<file path="config.mk">
export PLATFORM = sky130hd
export DESIGN_NAME = byte_bus_bridge
export DESIGN_NICKNAME = d
export VERILOG_FILES = /design/src/rtl/byte_bus_pkg.sv /design/src/rtl/byte_bus_decoder.sv /design/src/rtl/byte_bus_bridge.sv
export SDC_FILE = /design/constraint.sdc
export NUM_CORES = 1
export LEC_CHECK = 0
export BUFFER_PORTS_ARGS = -buffer_cell sky130_fd_sc_hd__buf_2
export CORE_MARGIN = 1.5
export CORE_UTILIZATION = 45
export CTS_BUF_LIST = sky130_fd_sc_hd__clkbuf_8
export CTS_CLUSTER_DIAMETER = 80
export DETAILED_ROUTE_END_ITERATION = 7
export MAX_ROUTING_LAYER = met4
export PLACE_DENSITY = 0.67
export SYNTH_ARGS = -nofsm -noshare
export SYNTH_HDL_FRONTEND = slang
export SYNTH_SLANG_ARGS = --single-unit
export TNS_END_PERCENT = 100
</file>
<file path="constraint.sdc">
create_clock -name i_clk -period 5.5 [get_ports i_clk]
set_clock_uncertainty 0.15 [all_clocks]
set_input_delay 1.1 -clock i_clk [delete_from_list [all_inputs] [get_ports i_clk]]
set_output_delay 1.1 -clock i_clk [all_outputs]
set_load 0.02 [all_outputs]
</file>
<file path="src/rtl/byte_bus_pkg.sv">
// Shared types for the byte-serialising CPU bus bridge and its address decoder.
package byte_bus_pkg;

    localparam int BUS_W = 32;

    localparam logic [2:0] BHW_BYTE = 3'b001;
    localparam logic [2:0] BHW_HALF = 3'b010;
    localparam logic [2:0] BHW_WORD = 3'b100;

    typedef enum logic [2:0] {
        ST_IDLE,
        ST_DECODE,
        ST_REQ,
        ST_WAIT,
        ST_RESP
    } state_t;

    // The size code doubles as the byte count.
    typedef struct packed {
        logic [BUS_W-1:0] addr;
        logic [BUS_W-1:0] data;
        logic             wr;
        logic [2:0]       n;
    } bus_req_t;

    function automatic logic bhw_legal(input logic [2:0] bhw);
        return (bhw == BHW_BYTE) || (bhw == BHW_HALF) || (bhw == BHW_WORD);
    endfunction

endpackage

</file>
<file path="src/rtl/byte_bus_decoder.sv">
// Combinational region decoder: (addr & mask_k) == base_k, lowest index wins on overlap.
module byte_bus_decoder import byte_bus_pkg::*; #(
    parameter int                       N_SLAVES    = 6,
    parameter logic [N_SLAVES*32-1:0]   REGION_BASE = '0,
    parameter logic [N_SLAVES*32-1:0]   REGION_MASK = '0
) (
    input  logic [BUS_W-1:0]    addr,
    output logic [N_SLAVES-1:0] sel,
    output logic                hit
);

    logic [N_SLAVES-1:0] raw;

    for (genvar k = 0; k < N_SLAVES; k++) begin : g_region
        assign raw[k] = (addr & REGION_MASK[32*k +: 32]) == REGION_BASE[32*k +: 32];
    end

    // Isolate the lowest set bit so overlapping regions resolve to the lower index.
    assign sel = raw & (~raw + N_SLAVES'(1));
    assign hit = |raw;

endmodule

</file>
<file path="src/rtl/byte_bus_bridge.sv">
// CPU bus to byte-wide slave bridge: splits 1/2/4-byte transfers into per-byte
// request/done handshakes with per-byte decode, watchdog and error response.
module byte_bus_bridge import byte_bus_pkg::*; #(
    parameter int                     N_SLAVES    = 6,
    parameter int                     SUB_ADDR_W  = 23,
    parameter logic [N_SLAVES*32-1:0] REGION_BASE = {32'h0400_0020, 32'h0400_0010, 32'h0400_0000,
                                                     32'h0200_0000, 32'h0100_0000, 32'h0000_0000},
    parameter logic [N_SLAVES*32-1:0] REGION_MASK = {32'hFFFF_FFF0, 32'hFFFF_FFF0, 32'hFFFF_FFF0,
                                                     32'hFE00_0000, 32'hFFF0_0000, 32'hFFFF_C000},
    parameter int                     TIMEOUT     = 255
) (
    input  logic                    i_clk,
    input  logic                    i_rst_n,
    input  logic [BUS_W-1:0]        i_bus_data,
    input  logic [BUS_W-1:0]        i_bus_address,
    input  logic                    i_bus_DV,
    input  logic [2:0]              i_bhw,
    input  logic                    i_write_notread,
    output logic [BUS_W-1:0]        o_bus_data,
    output logic                    o_bus_DV,
    output logic                    o_bus_err,
    output logic                    o_bus_busy,
    output logic [N_SLAVES-1:0]     o_sub_request,
    output logic [SUB_ADDR_W-1:0]   o_sub_address,
    output logic [7:0]              o_sub_data,
    output logic                    o_sub_write,
    input  logic [N_SLAVES*8-1:0]   i_sub_data,
    input  logic [N_SLAVES-1:0]     i_sub_done
);

    localparam int TW = $clog2(TIMEOUT + 1);

    state_t              state;
    bus_req_t            req;
    logic [2:0]          idx;
    logic [TW-1:0]       timer;
    logic [N_SLAVES-1:0] sel_r;
    logic [N_SLAVES-1:0] dec_sel;
    logic                dec_hit;
    logic [BUS_W-1:0]    acc;
    logic [BUS_W-1:0]    cur_addr;
    logic                done_sel;
    logic [7:0]          rd_byte;

    assign cur_addr = req.addr + BUS_W'(idx);

    byte_bus_decoder #(
        .N_SLAVES    (N_SLAVES),
        .REGION_BASE (REGION_BASE),
        .REGION_MASK (REGION_MASK)
    ) u_dec (
        .addr (cur_addr),
        .sel  (dec_sel),
        .hit  (dec_hit)
    );

    always_comb begin
        done_sel = |(i_sub_done & sel_r);
        rd_byte  = '0;
        for (int k = 0; k < N_SLAVES; k++)
            if (sel_r[k]) rd_byte = rd_byte | i_sub_data[8*k +: 8];
    end

    always_ff @(posedge i_clk or negedge i_rst_n) begin
        if (!i_rst_n) begin
            state         <= ST_IDLE;
            req           <= '0;
            idx           <= '0;
            timer         <= '0;
            sel_r         <= '0;
            acc           <= '0;
            o_bus_data    <= '0;
            o_bus_DV      <= 1'b0;
            o_bus_err     <= 1'b0;
            o_bus_busy    <= 1'b0;
            o_sub_request <= '0;
            o_sub_address <= '0;
            o_sub_data    <= '0;
            o_sub_write   <= 1'b0;
        end else begin
            o_bus_DV      <= 1'b0;
            o_bus_err     <= 1'b0;
            o_sub_request <= '0;
            case (state)
                ST_IDLE: if (i_bus_DV) begin
                    o_bus_busy <= 1'b1;
                    if (bhw_legal(i_bhw)) begin
                        req   <= '{addr: i_bus_address, data: i_bus_data,
                                   wr: i_write_notread, n: i_bhw};
                        acc   <= '0;
                        idx   <= '0;
                        timer <= '0;
                        state <= ST_DECODE;
                    end else begin
                        o_bus_DV   <= 1'b1;
                        o_bus_err  <= 1'b1;
                        o_bus_data <= '0;
                        state      <= ST_RESP;
                    end
                end
                // Completion is detected here rather than in WAIT, which gives the
                // success path its one extra cycle before the response.
                ST_DECODE: if (idx == req.n) begin
                    o_bus_DV   <= 1'b1;
                    o_bus_data <= req.wr ? '0 : acc;
                    state      <= ST_RESP;
                end else if (dec_hit) begin
                    sel_r         <= dec_sel;
                    o_sub_request <= dec_sel;
                    o_sub_address <= cur_addr[SUB_ADDR_W-1:0];
                    o_sub_data    <= req.data[{idx[1:0], 3'b000} +: 8];
                    o_sub_write   <= req.wr;
                    state         <= ST_REQ;
                end else begin
                    o_bus_DV   <= 1'b1;
                    o_bus_err  <= 1'b1;
                    o_bus_data <= '0;
                    state      <= ST_RESP;
                end
                ST_REQ: begin
                    timer <= TW'(1);
                    state <= ST_WAIT;
                end
                // done is checked before the watchdog so it wins a same-cycle tie.
                ST_WAIT: if (done_sel) begin
                    if (!req.wr) acc[{idx[1:0], 3'b000} +: 8] <= rd_byte;
                    idx   <= idx + 3'd1;
                    state <= ST_DECODE;
                end else if (timer == TW'(TIMEOUT)) begin
                    o_bus_DV   <= 1'b1;
                    o_bus_err  <= 1'b1;
                    o_bus_data <= '0;
                    state      <= ST_RESP;
                end else begin
                    timer <= timer + TW'(1);
                end
                ST_RESP: begin
                    o_bus_busy <= 1'b0;
                    state      <= ST_IDLE;
                end
                default: state <= ST_IDLE;
            endcase
        end
    end

endmodule
</file>
==> flow_metrics.env <==
export IMPL_outcome="finished, final reports clean"
export IMPL_mostFrequentLayoutCell="buf_2"
export IMPL_finalMaxSlewViolations=0
export IMPL_grt_usage_pct=22.5
export IMPL_ys_seq_area_share_pct=50.9
export IMPL_crit_path_end_kind="flip-flop"
export IMPL_drc=0
export IMPL_ys_ff_latch=193
export IMPL_crit_family="simple AND/OR/NAND/NOR gates"
export IMPL_place_hpwl_um=16600
export IMPL_timing_fmax_mhz=217
export IMPL_place_area_sq_mm=0.0107
export IMPL_worstPathArrival_ps=4800
export IMPL_worst_pin_slew_ps=1180
export IMPL_cts_resized=0
export IMPL_crit_chain="ha_1, fa_1, a21oi_1, nor4_1, nand3_1, xor2_1, nand4_1, or4b_4, or4_4, o21ai_4, buf_4, mux2_4"
export IMPL_hold_buffers=0
export IMPL_hold_viol_final=0
export IMPL_fill_cells=1833
export IMPL_avgViaCountPerCell=5.66
export IMPL_synth_area_per_cell_sq_um=11.4
export IMPL_ant_nets=0
export IMPL_slowest_delay_ps=720
export IMPL_routed_wl_um=23600
export IMPL_ys_flop_type="dfrtp_1"
export IMPL_coreArea_sq_mm=0.0204
export IMPL_post_cts_buffers=0
export IMPL_clk_pin_slew_ps=110
export IMPL_grt_pass1_vias=7094
export IMPL_place_gp_congestion=0.932
export IMPL_portBuffers=197
export IMPL_hold_path_class="reg -> reg"
export IMPL_rsz0062_at_grt="false"
export IMPL_overflow=0
export IMPL_async_reset_ff_share_pct=100
export IMPL_p_leak_nw=5.02
export IMPL_setup_tns_ps=0
export IMPL_io_pins=198
export IMPL_fin_area_sq_mm=0.0111
export IMPL_cp_required_ps=5700
export IMPL_cp_buffers_inverters=1
export IMPL_worstSkewPairLatency_ps=470
export IMPL_start_util_pct=46.5
export IMPL_min_period_ps=4600
export IMPL_synthesis_nets=971
export IMPL_routedWlPerCell_um=18.3
export IMPL_die_h_um=148
export IMPL_synth_edf_count=0
export IMPL_synth_warnings=0
export IMPL_fin_nets=1141
export IMPL_dieArea_sq_mm=0.0220
export IMPL_grt_max_degree=116
export IMPL_cts_sinks=193
export IMPL_powerDensity_mw_per_mm2=356
export IMPL_start_kind="flip-flop"
export IMPL_final_cell_mix="buf_2 (196), dfrtp_1 (193), nand2_1 (70), mux2_2 (68), nand3_1 (61)"
export IMPL_synth_cell_types=63
export IMPL_num_vias=7301
export IMPL_cts_made_buffers=17
export IMPL_firstDrtPassIters=6
export IMPL_drt_iter0_drc=349
export IMPL_maxCapViolations=0
export IMPL_syn_inst=836
export IMPL_crit_path_top_delay_cell="nor4_1"
export IMPL_clock_path_buffers=2
export IMPL_relSlewSlack_pct=21.4
export IMPL_power_mw=3.94
export IMPL_period_share_pct=83.7
export IMPL_grt_pass1_wl_um=37600
export IMPL_synthToLayoutAreaGrowth_pct=16.5
export IMPL_rows=52
export IMPL_syn_area_sq_mm=0.00949
export IMPL_clockRootBuffer="clkbuf_8"
export IMPL_crit_path_max_fanout=21
export IMPL_setup_viol=0
export IMPL_die_w_um=148
export IMPL_htreeDepth=4
export IMPL_antenna_found_initial=1
export IMPL_drive_gt1_share_pct=35.4
export IMPL_critPathKind="reg -> reg"
export IMPL_vdd_drop_max_mv=0.288
export IMPL_cts_tree="done"
[worst min-delay path: stages, from the launching register on]
cell and delay (ps):
dfrtp_1 360, a32oi_1 50, o21ai_0 60
[per-stage QoR]
stage               std cells  utilization [%]  setup WS (ps)  hold WS (ps)
floorplan                 836                -           1380           299
global placement         1257             52.2           1130           311
detailed placement       1257             52.2            984           318
CTS                      1288             54.1            957           339
global route             1289             54.1            672           362
finish                   1289             54.1            898           333
[registers in the layout, summed over array words and instances, names as in the netlist, 3 cells and up]
name and cells:
timer 8, req 68, o_sub_data 8, sel_r 6
o_sub_request 6, acc 32, o_sub_address 23, idx 3
state 3, o_bus_data 32
[logic make-up after synthesis]
group | Yosys count | share of synthesized area [%]
compound gates | 186 | 13.8
xor+xnor | 32 | 2.95
fa+ha+maj | 10 | 1.40
buf+inv | 72 | 3.16
flops | 193 | 50.9
mux | 114 | 15.6
simple gates | 229 | 12.2
[cells in the mapped netlist, types with 2 or more instances]
library cell | count | share of area [%]
nand3_1 | 61 | 3.2
buf_2 | 3 | 0.16
nor2_1 | 28 | 1.1
nor3b_1 | 5 | 0.40
nand2_1 | 70 | 2.8
and3_1 | 7 | 0.46
nand4_1 | 12 | 0.79
nor3_1 | 12 | 0.63
o21ai_1 | 5 | 0.26
or2_2 | 4 | 0.26
o211ai_1 | 2 | 0.16
a21oi_1 | 10 | 0.53
and4_1 | 2 | 0.18
a32oi_1 | 32 | 3.0
buf_1 | 2 | 0.079
o31ai_1 | 37 | 2.9
mux4_2 | 8 | 1.9
nand2b_1 | 3 | 0.20
o21a_1 | 2 | 0.16
a2bb2oi_1 | 2 | 0.18
inv_1 | 15 | 0.59
buf_6 | 3 | 0.36
nor4_1 | 7 | 0.46
mux2_4 | 30 | 4.7
mux2i_1 | 8 | 0.84
a22oi_1 | 19 | 1.5
o21ai_0 | 47 | 2.5
or4_4 | 2 | 0.24
and2_1 | 4 | 0.26
clkbuf_1 | 48 | 1.9
a221oi_1 | 8 | 0.74
ha_1 | 9 | 1.2
a21o_1 | 4 | 0.32
o21bai_1 | 4 | 0.32
xnor2_1 | 20 | 1.8
or3_1 | 2 | 0.13
mux2_2 | 68 | 8.1
a31oi_1 | 3 | 0.20
xor2_1 | 12 | 1.1
dfrtp_1 | 193 | 51
[layout make-up]
class | count | area, sq um | share of cell area (%)
diodes | 1 | 2.50 | 0.0226
clock buffers | 17 | 234 | 2.12
clock inverters | 14 | 150 | 1.36
inverters | 15 | 56.3 | 0.509
multi-input cells | 571 | 4370 | 39.5
flip-flops and latches | 193 | 4830 | 43.7
well taps | 270 | 338 | 3.06
repair buffers | 208 | 1080 | 9.74
[worst paths after layout]
check | startpoint | end | slack, ps | cells after the start
max in group asynchronous | i_rst_n | sel_r[2] | 3410 | 2
min in group asynchronous | i_rst_n | o_bus_data[27] | 580 | 1
hold reg to reg | acc[27] | o_bus_data[27] | 330 | 2
setup / recovery | req[36] | o_sub_address[1] | 900 | 12
setup reg to reg | req[36] | o_sub_address[1] | 900 | 12
hold / removal | acc[27] | o_bus_data[27] | 330 | 2
[report_power, final]
| part | internal (mW) | total (mW) | switching (mW) |
|---|---|---|---|
| registers | 1.70 | 2.00 | 0.305 |
| clock network | 0.373 | 0.913 | 0.540 |
| logic | 0.501 | 1.02 | 0.523 |
| total | 2.57 | 3.94 | 1.37 |
[per-layer routing]
metal / vias to the layer above / routed length, um / GRT usage, %
met5: - / 0 / -
met4: 0 / 251 / 4.55
met3: 20 / 1410 / 4.20
met2: 234 / 11300 / 37.4
met1: 3583 / 10600 / 29.1
li1: 3464 / - / -
Power figures use the tool's default switching activity.
